`config.mk`:
```
export PLATFORM = sky130hd
export DESIGN_NAME = uart_frame_rsp
export DESIGN_NICKNAME = d
export VERILOG_FILES = /design/src/rtl/uart_pkg.sv /design/src/rtl/uart_baud_tick.sv /design/src/rtl/uart_frame_rsp.sv
export SDC_FILE = /design/constraint.sdc
export NUM_CORES = 1
export LEC_CHECK = 0
export ABC_AREA = 1
export CORE_ASPECT_RATIO = 1.25
export CORE_MARGIN = 3
export CORE_UTILIZATION = 30
export CTS_CLUSTER_DIAMETER = 40
export DETAILED_ROUTE_END_ITERATION = 16
export PLACE_DENSITY_LB_ADDON = 0.25
export SYNTH_ARGS = -nofsm -noshare
export SYNTH_HDL_FRONTEND = slang
export SYNTH_SLANG_ARGS = --single-unit
```
`constraint.sdc`:
```
create_clock -name sys_clk -period 4.7 [get_ports sys_clk]
set_input_delay 0.94 -clock sys_clk [delete_from_list [all_inputs] [get_ports sys_clk]]
set_output_delay 0.94 -clock sys_clk [all_outputs]
set_load 0.02 [all_outputs]
```
`src/rtl/uart_pkg.sv`:
```
// Shared UART constants, FSM state encodings and baud divisor helper.
package uart_pkg;

    localparam int unsigned UART_DATA_BITS = 8;
    localparam int unsigned UART_GAP_BITS  = 20;

    typedef logic [3:0] state_t;

    localparam state_t ST_IDLE     = 4'd0;
    localparam state_t ST_RX_START = 4'd1;
    localparam state_t ST_RX_DATA  = 4'd2;
    localparam state_t ST_RX_STOP  = 4'd3;
    localparam state_t ST_RX_GAP   = 4'd4;
    localparam state_t ST_TX_START = 4'd5;
    localparam state_t ST_TX_DATA  = 4'd6;
    localparam state_t ST_TX_STOP  = 4'd7;
    localparam state_t ST_ERR_WAIT = 4'd8;

    function automatic int unsigned baud_div(input int unsigned clk, input int unsigned baud);
        return clk / baud;
    endfunction

endpackage

```
`src/rtl/uart_baud_tick.sv`:
```
// Bit-period counter with clear; flags the half-bit and last cycle of each bit period.
module uart_baud_tick
    import uart_pkg::*;
#(
    parameter int unsigned BAUD_DIV = 434
) (
    input  logic clk_i,
    input  logic rst_i,
    input  logic clr_i,
    output logic tick_half_c_o,
    output logic tick_full_c_o
);

    localparam int unsigned      CNT_W     = $clog2(BAUD_DIV);
    localparam logic [CNT_W-1:0] HALF_LAST = CNT_W'(BAUD_DIV / 2 - 1);
    localparam logic [CNT_W-1:0] FULL_LAST = CNT_W'(BAUD_DIV - 1);

    logic [CNT_W-1:0] cnt_q;
    logic [CNT_W-1:0] cnt_d;

    assign tick_half_c_o = (cnt_q == HALF_LAST);
    assign tick_full_c_o = (cnt_q == FULL_LAST);

    always_comb begin
        cnt_d = cnt_q + CNT_W'(1);
        if (clr_i || tick_full_c_o) begin
            cnt_d = '0;
        end
    end

    always_ff @(posedge clk_i) begin
        if (rst_i) begin
            cnt_q <= '0;
        end else begin
            cnt_q <= cnt_d;
        end
    end

endmodule

```
`src/rtl/uart_frame_rsp.sv`:
```
// UART frame responder: receives MulNum-byte 8N1 requests and echoes them
// back followed by an XOR checksum over a half-duplex link.
module uart_frame_rsp
    import uart_pkg::*;
#(
    parameter int unsigned CLK_FREQ = 50_000_000,
    parameter int unsigned BAUD     = 115_200,
    parameter int unsigned MulNum   = 3
) (
    input  logic                  sys_clk,
    input  logic                  rst,
    input  logic                  uartrx,
    output logic                  uarttx,
    output logic [8*MulNum-1:0]   req_dats,
    output logic                  req_valid,
    output logic                  frame_err,
    output logic                  busy
);

    localparam int unsigned BAUD_DIV = baud_div(CLK_FREQ, BAUD);
    localparam int unsigned DW       = UART_DATA_BITS;
    localparam int unsigned FW       = DW * MulNum;
    localparam int unsigned IDX_W    = 4;
    localparam int unsigned GAP_LIM  = UART_GAP_BITS * BAUD_DIV;
    localparam int unsigned GAP_W    = $clog2(GAP_LIM + 1);

    localparam logic [2:0]       LAST_BIT  = 3'(DW - 1);
    localparam logic [IDX_W-1:0] LAST_RX   = IDX_W'(MulNum - 1);
    localparam logic [IDX_W-1:0] LAST_TX   = IDX_W'(MulNum);
    localparam logic [GAP_W-1:0] GAP_END   = GAP_W'(GAP_LIM - 1);
    localparam logic [GAP_W-1:0] QUIET_END = GAP_W'(BAUD_DIV - 1);

    state_t            state_q, state_d;
    logic              rx_s1_q, rx_s2_q, rx_prev_q;
    logic [2:0]        bit_q, bit_d;
    logic [IDX_W-1:0]  byte_q, byte_d;
    logic [GAP_W-1:0]  gap_q, gap_d;
    logic [DW-1:0]     rx_sr_q, rx_sr_d;
    logic [DW-1:0]     tx_sr_q, tx_sr_d;
    logic [FW-1:0]     frame_q, frame_d;
    logic [DW-1:0]     csum_q, csum_d;
    logic              uarttx_q, uarttx_d;
    logic [FW-1:0]     req_dats_q, req_dats_d;
    logic              req_valid_q, req_valid_d;
    logic              frame_err_q, frame_err_d;
    logic              busy_q, busy_d;

    logic              rx_fall_c;
    logic              baud_clr_c;
    logic              tick_half_c, tick_full_c;
    logic [FW-1:0]     frame_nx_c;
    logic [IDX_W-1:0]  byte_inc_c;
    logic [DW-1:0]     nxt_byte_c;

    uart_baud_tick #(
        .BAUD_DIV (BAUD_DIV)
    ) u_baud (
        .clk_i         (sys_clk),
        .rst_i         (rst),
        .clr_i         (baud_clr_c),
        .tick_half_c_o (tick_half_c),
        .tick_full_c_o (tick_full_c)
    );

    assign rx_fall_c  = rx_prev_q & ~rx_s2_q;
    assign frame_nx_c = (frame_q << DW) | FW'(rx_sr_q);
    assign byte_inc_c = byte_q + IDX_W'(1);

    // Next reply byte: request bytes in arrival order, checksum last.
    always_comb begin
        nxt_byte_c = csum_q;
        for (int k = 0; k < int'(MulNum); k++) begin
            if (byte_inc_c == IDX_W'(k)) begin
                nxt_byte_c = frame_q[FW-DW-DW*k +: DW];
            end
        end
    end

    always_ff @(posedge sys_clk) begin
        if (rst) begin
            state_q     <= ST_IDLE;
            rx_s1_q     <= 1'b1;
            rx_s2_q     <= 1'b1;
            rx_prev_q   <= 1'b1;
            bit_q       <= '0;
            byte_q      <= '0;
            gap_q       <= '0;
            rx_sr_q     <= '0;
            tx_sr_q     <= '0;
            frame_q     <= '0;
            csum_q      <= '0;
            uarttx_q    <= 1'b1;
            req_dats_q  <= '0;
            req_valid_q <= 1'b0;
            frame_err_q <= 1'b0;
            busy_q      <= 1'b0;
        end else begin
            state_q     <= state_d;
            rx_s1_q     <= uartrx;
            rx_s2_q     <= rx_s1_q;
            rx_prev_q   <= rx_s2_q;
            bit_q       <= bit_d;
            byte_q      <= byte_d;
            gap_q       <= gap_d;
            rx_sr_q     <= rx_sr_d;
            tx_sr_q     <= tx_sr_d;
            frame_q     <= frame_d;
            csum_q      <= csum_d;
            uarttx_q    <= uarttx_d;
            req_dats_q  <= req_dats_d;
            req_valid_q <= req_valid_d;
            frame_err_q <= frame_err_d;
            busy_q      <= busy_d;
        end
    end

    always_comb begin
        state_d    = state_q;
        bit_d      = bit_q;
        byte_d     = byte_q;
        gap_d      = gap_q;
        rx_sr_d    = rx_sr_q;
        tx_sr_d    = tx_sr_q;
        frame_d    = frame_q;
        csum_d     = csum_q;
        baud_clr_c = 1'b0;
        case (state_q)
            ST_IDLE: begin
                byte_d = '0;
                gap_d  = '0;
                if (rx_fall_c) begin
                    state_d    = ST_RX_START;
                    baud_clr_c = 1'b1;
                end
            end
            ST_RX_START: begin
                if (tick_half_c) begin
                    if (!rx_s2_q) begin
                        state_d    = ST_RX_DATA;
                        baud_clr_c = 1'b1;
                        bit_d      = '0;
                    end else begin
                        state_d = ST_IDLE;
                    end
                end
            end
            ST_RX_DATA: begin
                if (tick_full_c) begin
                    rx_sr_d = {rx_s2_q, rx_sr_q[DW-1:1]};
                    bit_d   = bit_q + 3'(1);
                    if (bit_q == LAST_BIT) begin
                        state_d = ST_RX_STOP;
                    end
                end
            end
            ST_RX_STOP: begin
                if (tick_full_c) begin
                    gap_d = '0;
                    if (!rx_s2_q) begin
                        state_d = ST_ERR_WAIT;
                        byte_d  = '0;
                    end else begin
                        frame_d = frame_nx_c;
                        csum_d  = ((byte_q == '0) ? '0 : csum_q) ^ rx_sr_q;
                        if (byte_q == LAST_RX) begin
                            state_d    = ST_TX_START;
                            baud_clr_c = 1'b1;
                            byte_d     = '0;
                            bit_d      = '0;
                            tx_sr_d    = frame_nx_c[FW-1 -: DW];
                        end else begin
                            state_d = ST_RX_GAP;
                            byte_d  = byte_inc_c;
                        end
                    end
                end
            end
            ST_RX_GAP: begin
                // Timeout is checked first so a coincident start edge is dropped.
                if (gap_q == GAP_END) begin
                    state_d = ST_IDLE;
                    byte_d  = '0;
                end else if (rx_fall_c) begin
                    state_d    = ST_RX_START;
                    baud_clr_c = 1'b1;
                end else begin
                    gap_d = gap_q + GAP_W'(1);
                end
            end
            ST_TX_START: begin
                if (tick_full_c) begin
                    state_d = ST_TX_DATA;
                end
            end
            ST_TX_DATA: begin
                if (tick_full_c) begin
                    tx_sr_d = {1'b0, tx_sr_q[DW-1:1]};
                    bit_d   = bit_q + 3'(1);
                    if (bit_q == LAST_BIT) begin
                        state_d = ST_TX_STOP;
                    end
                end
            end
            ST_TX_STOP: begin
                if (tick_full_c) begin
                    if (byte_q == LAST_TX) begin
                        state_d = ST_IDLE;
                        byte_d  = '0;
                    end else begin
                        state_d = ST_TX_START;
                        byte_d  = byte_inc_c;
                        tx_sr_d = nxt_byte_c;
                    end
                end
            end
            ST_ERR_WAIT: begin
                if (!rx_s2_q) begin
                    gap_d = '0;
                end else if (gap_q == QUIET_END) begin
                    state_d = ST_IDLE;
                    gap_d   = '0;
                end else begin
                    gap_d = gap_q + GAP_W'(1);
                end
            end
            default: begin
                state_d = ST_IDLE;
            end
        endcase
    end

    // Outputs are registered from the upcoming state so the line changes with the state.
    always_comb begin
        uarttx_d = 1'b1;
        if (state_d == ST_TX_START) begin
            uarttx_d = 1'b0;
        end else if (state_d == ST_TX_DATA) begin
            uarttx_d = tx_sr_d[0];
        end
        busy_d      = (state_d != ST_IDLE);
        req_valid_d = (state_q == ST_RX_STOP) && (state_d == ST_TX_START);
        frame_err_d = ((state_q == ST_RX_STOP) && (state_d == ST_ERR_WAIT)) ||
                      ((state_q == ST_RX_GAP)  && (state_d == ST_IDLE));
        req_dats_d  = req_valid_d ? frame_nx_c : req_dats_q;
    end

    assign uarttx    = uarttx_q;
    assign req_dats  = req_dats_q;
    assign req_valid = req_valid_q;
    assign frame_err = frame_err_q;
    assign busy      = busy_q;

endmodule
```
==> results_dict.tcl <==
set metrics [dict create \
    status "complete, no violations" \
    crit_path_end_kind "flop" \
    timing.fmax_mhz 325.2 \
    syn-num-nets 787 \
    hold_start "rx_s1_q" \
    portBuffers 30 \
    antennaDiodeCount 0 \
    p_leak_nw 2.533 \
    maxCapViolations 0 \
    wl_per_cell_um 14.07 \
    clk_path_buf_depth 2 \
    antenna_left 0 \
    multi_input_area_um2 2728 \
    cts_hold_buffers 0 \
    initialDrtViolationCount 292 \
    crit_required_ns 5.00 \
    ys_warn_count 0 \
    layout_min_cycle_time_ns 3.075 \
    relSlewSlack 0.4538 \
    reg2reg_to "u_baud.cnt_q[3]" \
    dp_cells 1006 \
    synth_cell_type_count 40 \
    cp_num_buf_inv 1 \
    worstHoldPathCells 1 \
    rr_worst_depth 10 \
    fillers 1946 \
    pin_count 31 \
    coreArea_um2 17630 \
    die_x_um 126.4 \
    start_util 0.3081 \
    nets 816 \
    grt_pass1_vias 4922 \
    grt_usage 0.1513 \
    syn-cell-area_um2 5434 \
    critPathSlowestCell "nor3_4" \
    cts_resized 0 \
    cpMostUsedCell "nand2_2" \
    finalCritPeriodShare 0.6542 \
    avgSynthCellArea_um2 7.039 \
    max_stage_delay_ns 0.59 \
    grt_max_degree 75 \
    finalSetupTns_ns 0 \
    cts_setup_buffers 0 \
    clk_latency_ns 0.42 \
    num_rows 54 \
    critPathTopFamily "simple AND/OR/NAND/NOR gates" \
    cts_sinks 113 \
    holdPathEnd "rx_s2_q" \
    overflow 0 \
    h-tree-depth 4 \
    cts_buffers 17 \
    timing.rr.start "u_baud.cnt_q[0]" \
    cts_root_buf "clkbuf_16" \
    worst_pin_slew_ns 0.8193 \
    hp-class "reg -> reg" \
    gp_congestion 0.8326 \
    powerDensity_nw_per_um2 349.1 \
    yosysSeqAreaShare 0.4163 \
    final_max_slew_viol_count 0 \
    hold_viol 0 \
    die_area_um2 19770 \
    area_growth_pct 19.25 \
    dpl.hpwl_mm 10.26 \
    drive_gt1_frac 0.07740 \
    cts_tree "done" \
    path_max_fanout 27 \
    rrSetupSlack_ns 1.63 \
    grt_pass1_wl_mm 24.16 \
    crit_chain "ha_1 > nand2_1 > nor2_2 > nand2_2 > nor3_4 > nand2_2 > clkinv_2 > nor4_1 > nand3_2 > nor2_1" \
    finalSetupViolations 0 \
    seq_area_um2 2262 \
    vias_per_cell 4.909 \
    stdcell_count 1038 \
    syn_inst 772 \
    drcViolationCount 0 \
    totalWireLength_mm 14.60 \
    first_pass_iters 4 \
    vias 5096 \
    die_h_um 156.5 \
    ys_ff_latch 113 \
    antenna_found_initial 0 \
    startpoint_type "flop" \
    grt_setup_unrepaired "false" \
    crit_type "reg -> reg" \
    cts.clk_slew.worst_paths_ns 0.06 \
    peakVddDrop_uv 231.4 \
    worst_clock_skew_ns 0.009310 \
    worstPathArrival_ns 3.37 \
]
-- stage by stage --
stage	instance area (um^2)	utilization	setup WS, ns	total power, mW	hold WS, ns
4_1_cts	6480	0.3675	1.579	2.296	0.4130
6_report	6480	0.3675	1.625	2.262	0.4100
2_1_floorplan	5434	-	2.927	1.047	0.3895
3_5_place_dp	5914	0.3354	1.598	1.068	0.3967
5_1_grt	6480	0.3675	1.267	2.350	0.4388
3_3_place_gp	5914	0.3354	1.690	1.068	0.4006
-- metal layers --
| metal | wire, um | track usage |
|---|---|---|
| met3 | 413 | 0.03141 |
| met4 | 258 | 0.05723 |
| met1 | 6503 | 0.1793 |
| met5 | 0 | 0 |
| met2 | 7426 | 0.2682 |
-- synthesized netlist by cell type (all sizes together) --
master	n	area [um^2]
nand3b	3	22.52
a21oi	73	365.4
o31ai	1	7.510
o21ai	36	180.2
nand3	66	357.9
clkinv	3	12.51
nor3	13	86.34
buf	8	57.55
nor2	73	300.3
dfxtp	113	2262
ha	12	150.1
and2	1	6.260
nand2	207	787.0
a211oi	14	105.1
or2	3	18.77
o211ai	1	7.510
nor3b	6	50.05
nand4	7	43.79
a31oi	10	62.56
clkbuf	14	52.55
inv	85	321.6
nor4	6	37.54
xnor2	2	17.52
xor2	7	61.31
o21a	8	60.06
-- how the worst max path moves through the flow --
stage	cells after the start	end	slack, ns	from
floorplan	13	gap_q[1]	2.93	gap_q[0]
global placement	10	u_baud.cnt_q[7]	1.69	u_baud.cnt_q[0]
detailed placement	10	u_baud.cnt_q[2]	1.60	u_baud.cnt_q[0]
CTS	10	u_baud.cnt_q[3]	1.58	u_baud.cnt_q[0]
global route	13	tx_sr_q[3]	1.27	u_baud.cnt_q[0]
finish	10	u_baud.cnt_q[3]	1.63	u_baud.cnt_q[0]
-- logic make-up after synthesis --
| logic type | count (synthesis) | synth area share |
|---|---|---|
| AO/OA/AOI/OAI | 143 | 0.1451 |
| XOR/XNOR | 9 | 0.01451 |
| adder cells (fa/ha/maj) | 12 | 0.02763 |
| buffers and inverters | 110 | 0.08174 |
| flip-flops | 113 | 0.4163 |
| AND/OR/NAND/NOR | 385 | 0.3148 |
-- cell type report --
type / instances / share of cell area
clock buffers: 20 / 0.07202
clock inverters: 12 / 0.01525
inverters: 88 / 0.05155
multi-input cells: 549 / 0.4209
flip-flops and latches: 113 / 0.3491
well taps: 224 / 0.04325
repair buffers: 32 / 0.04789
-- report_power, final --
part	total (mW)	switching, mW	internal (mW)
Clock	1.22	0.492	0.724
Sequential	0.973	0.00727	0.966
Combinational	0.0734	0.0529	0.0205
Total	2.26	0.552	1.71
-- cells in the final DEF, fill, tap and decap left out, types with 3 or more instances in the layout --
cell type / n
nand4_1: 7
nor3_1: 10
nand3_2: 3
ha_1: 12
nand2_1: 203
clkdlybuf4s50_1: 29
clkbuf_8: 3
xor2_1: 7
clkinvlp_4: 5
nor2_1: 70
clkbuf_16: 17
nor4_1: 6
inv_1: 76
inv_2: 8
nand3b_1: 3
o21ai_0: 34
or2_2: 3
inv_6: 5
o21a_1: 8
a31oi_1: 10
nand2_2: 4
dfxtp_1: 113
a21oi_1: 73
a211oi_1: 14
nand3_1: 62
nor3b_1: 5
-- sequential cells by signal, indices dropped and copies added (netlist names), 3 cells and up --
name,cells
req_dats,24
tx_sr_q,8
csum_q,8
gap_q,14
bit_q,3
byte_q,4
frame_q,24
rx_sr_q,8
state_q,4
u_baud.cnt_q,9
No activity file was read; power rests on OpenSTA's default activity.
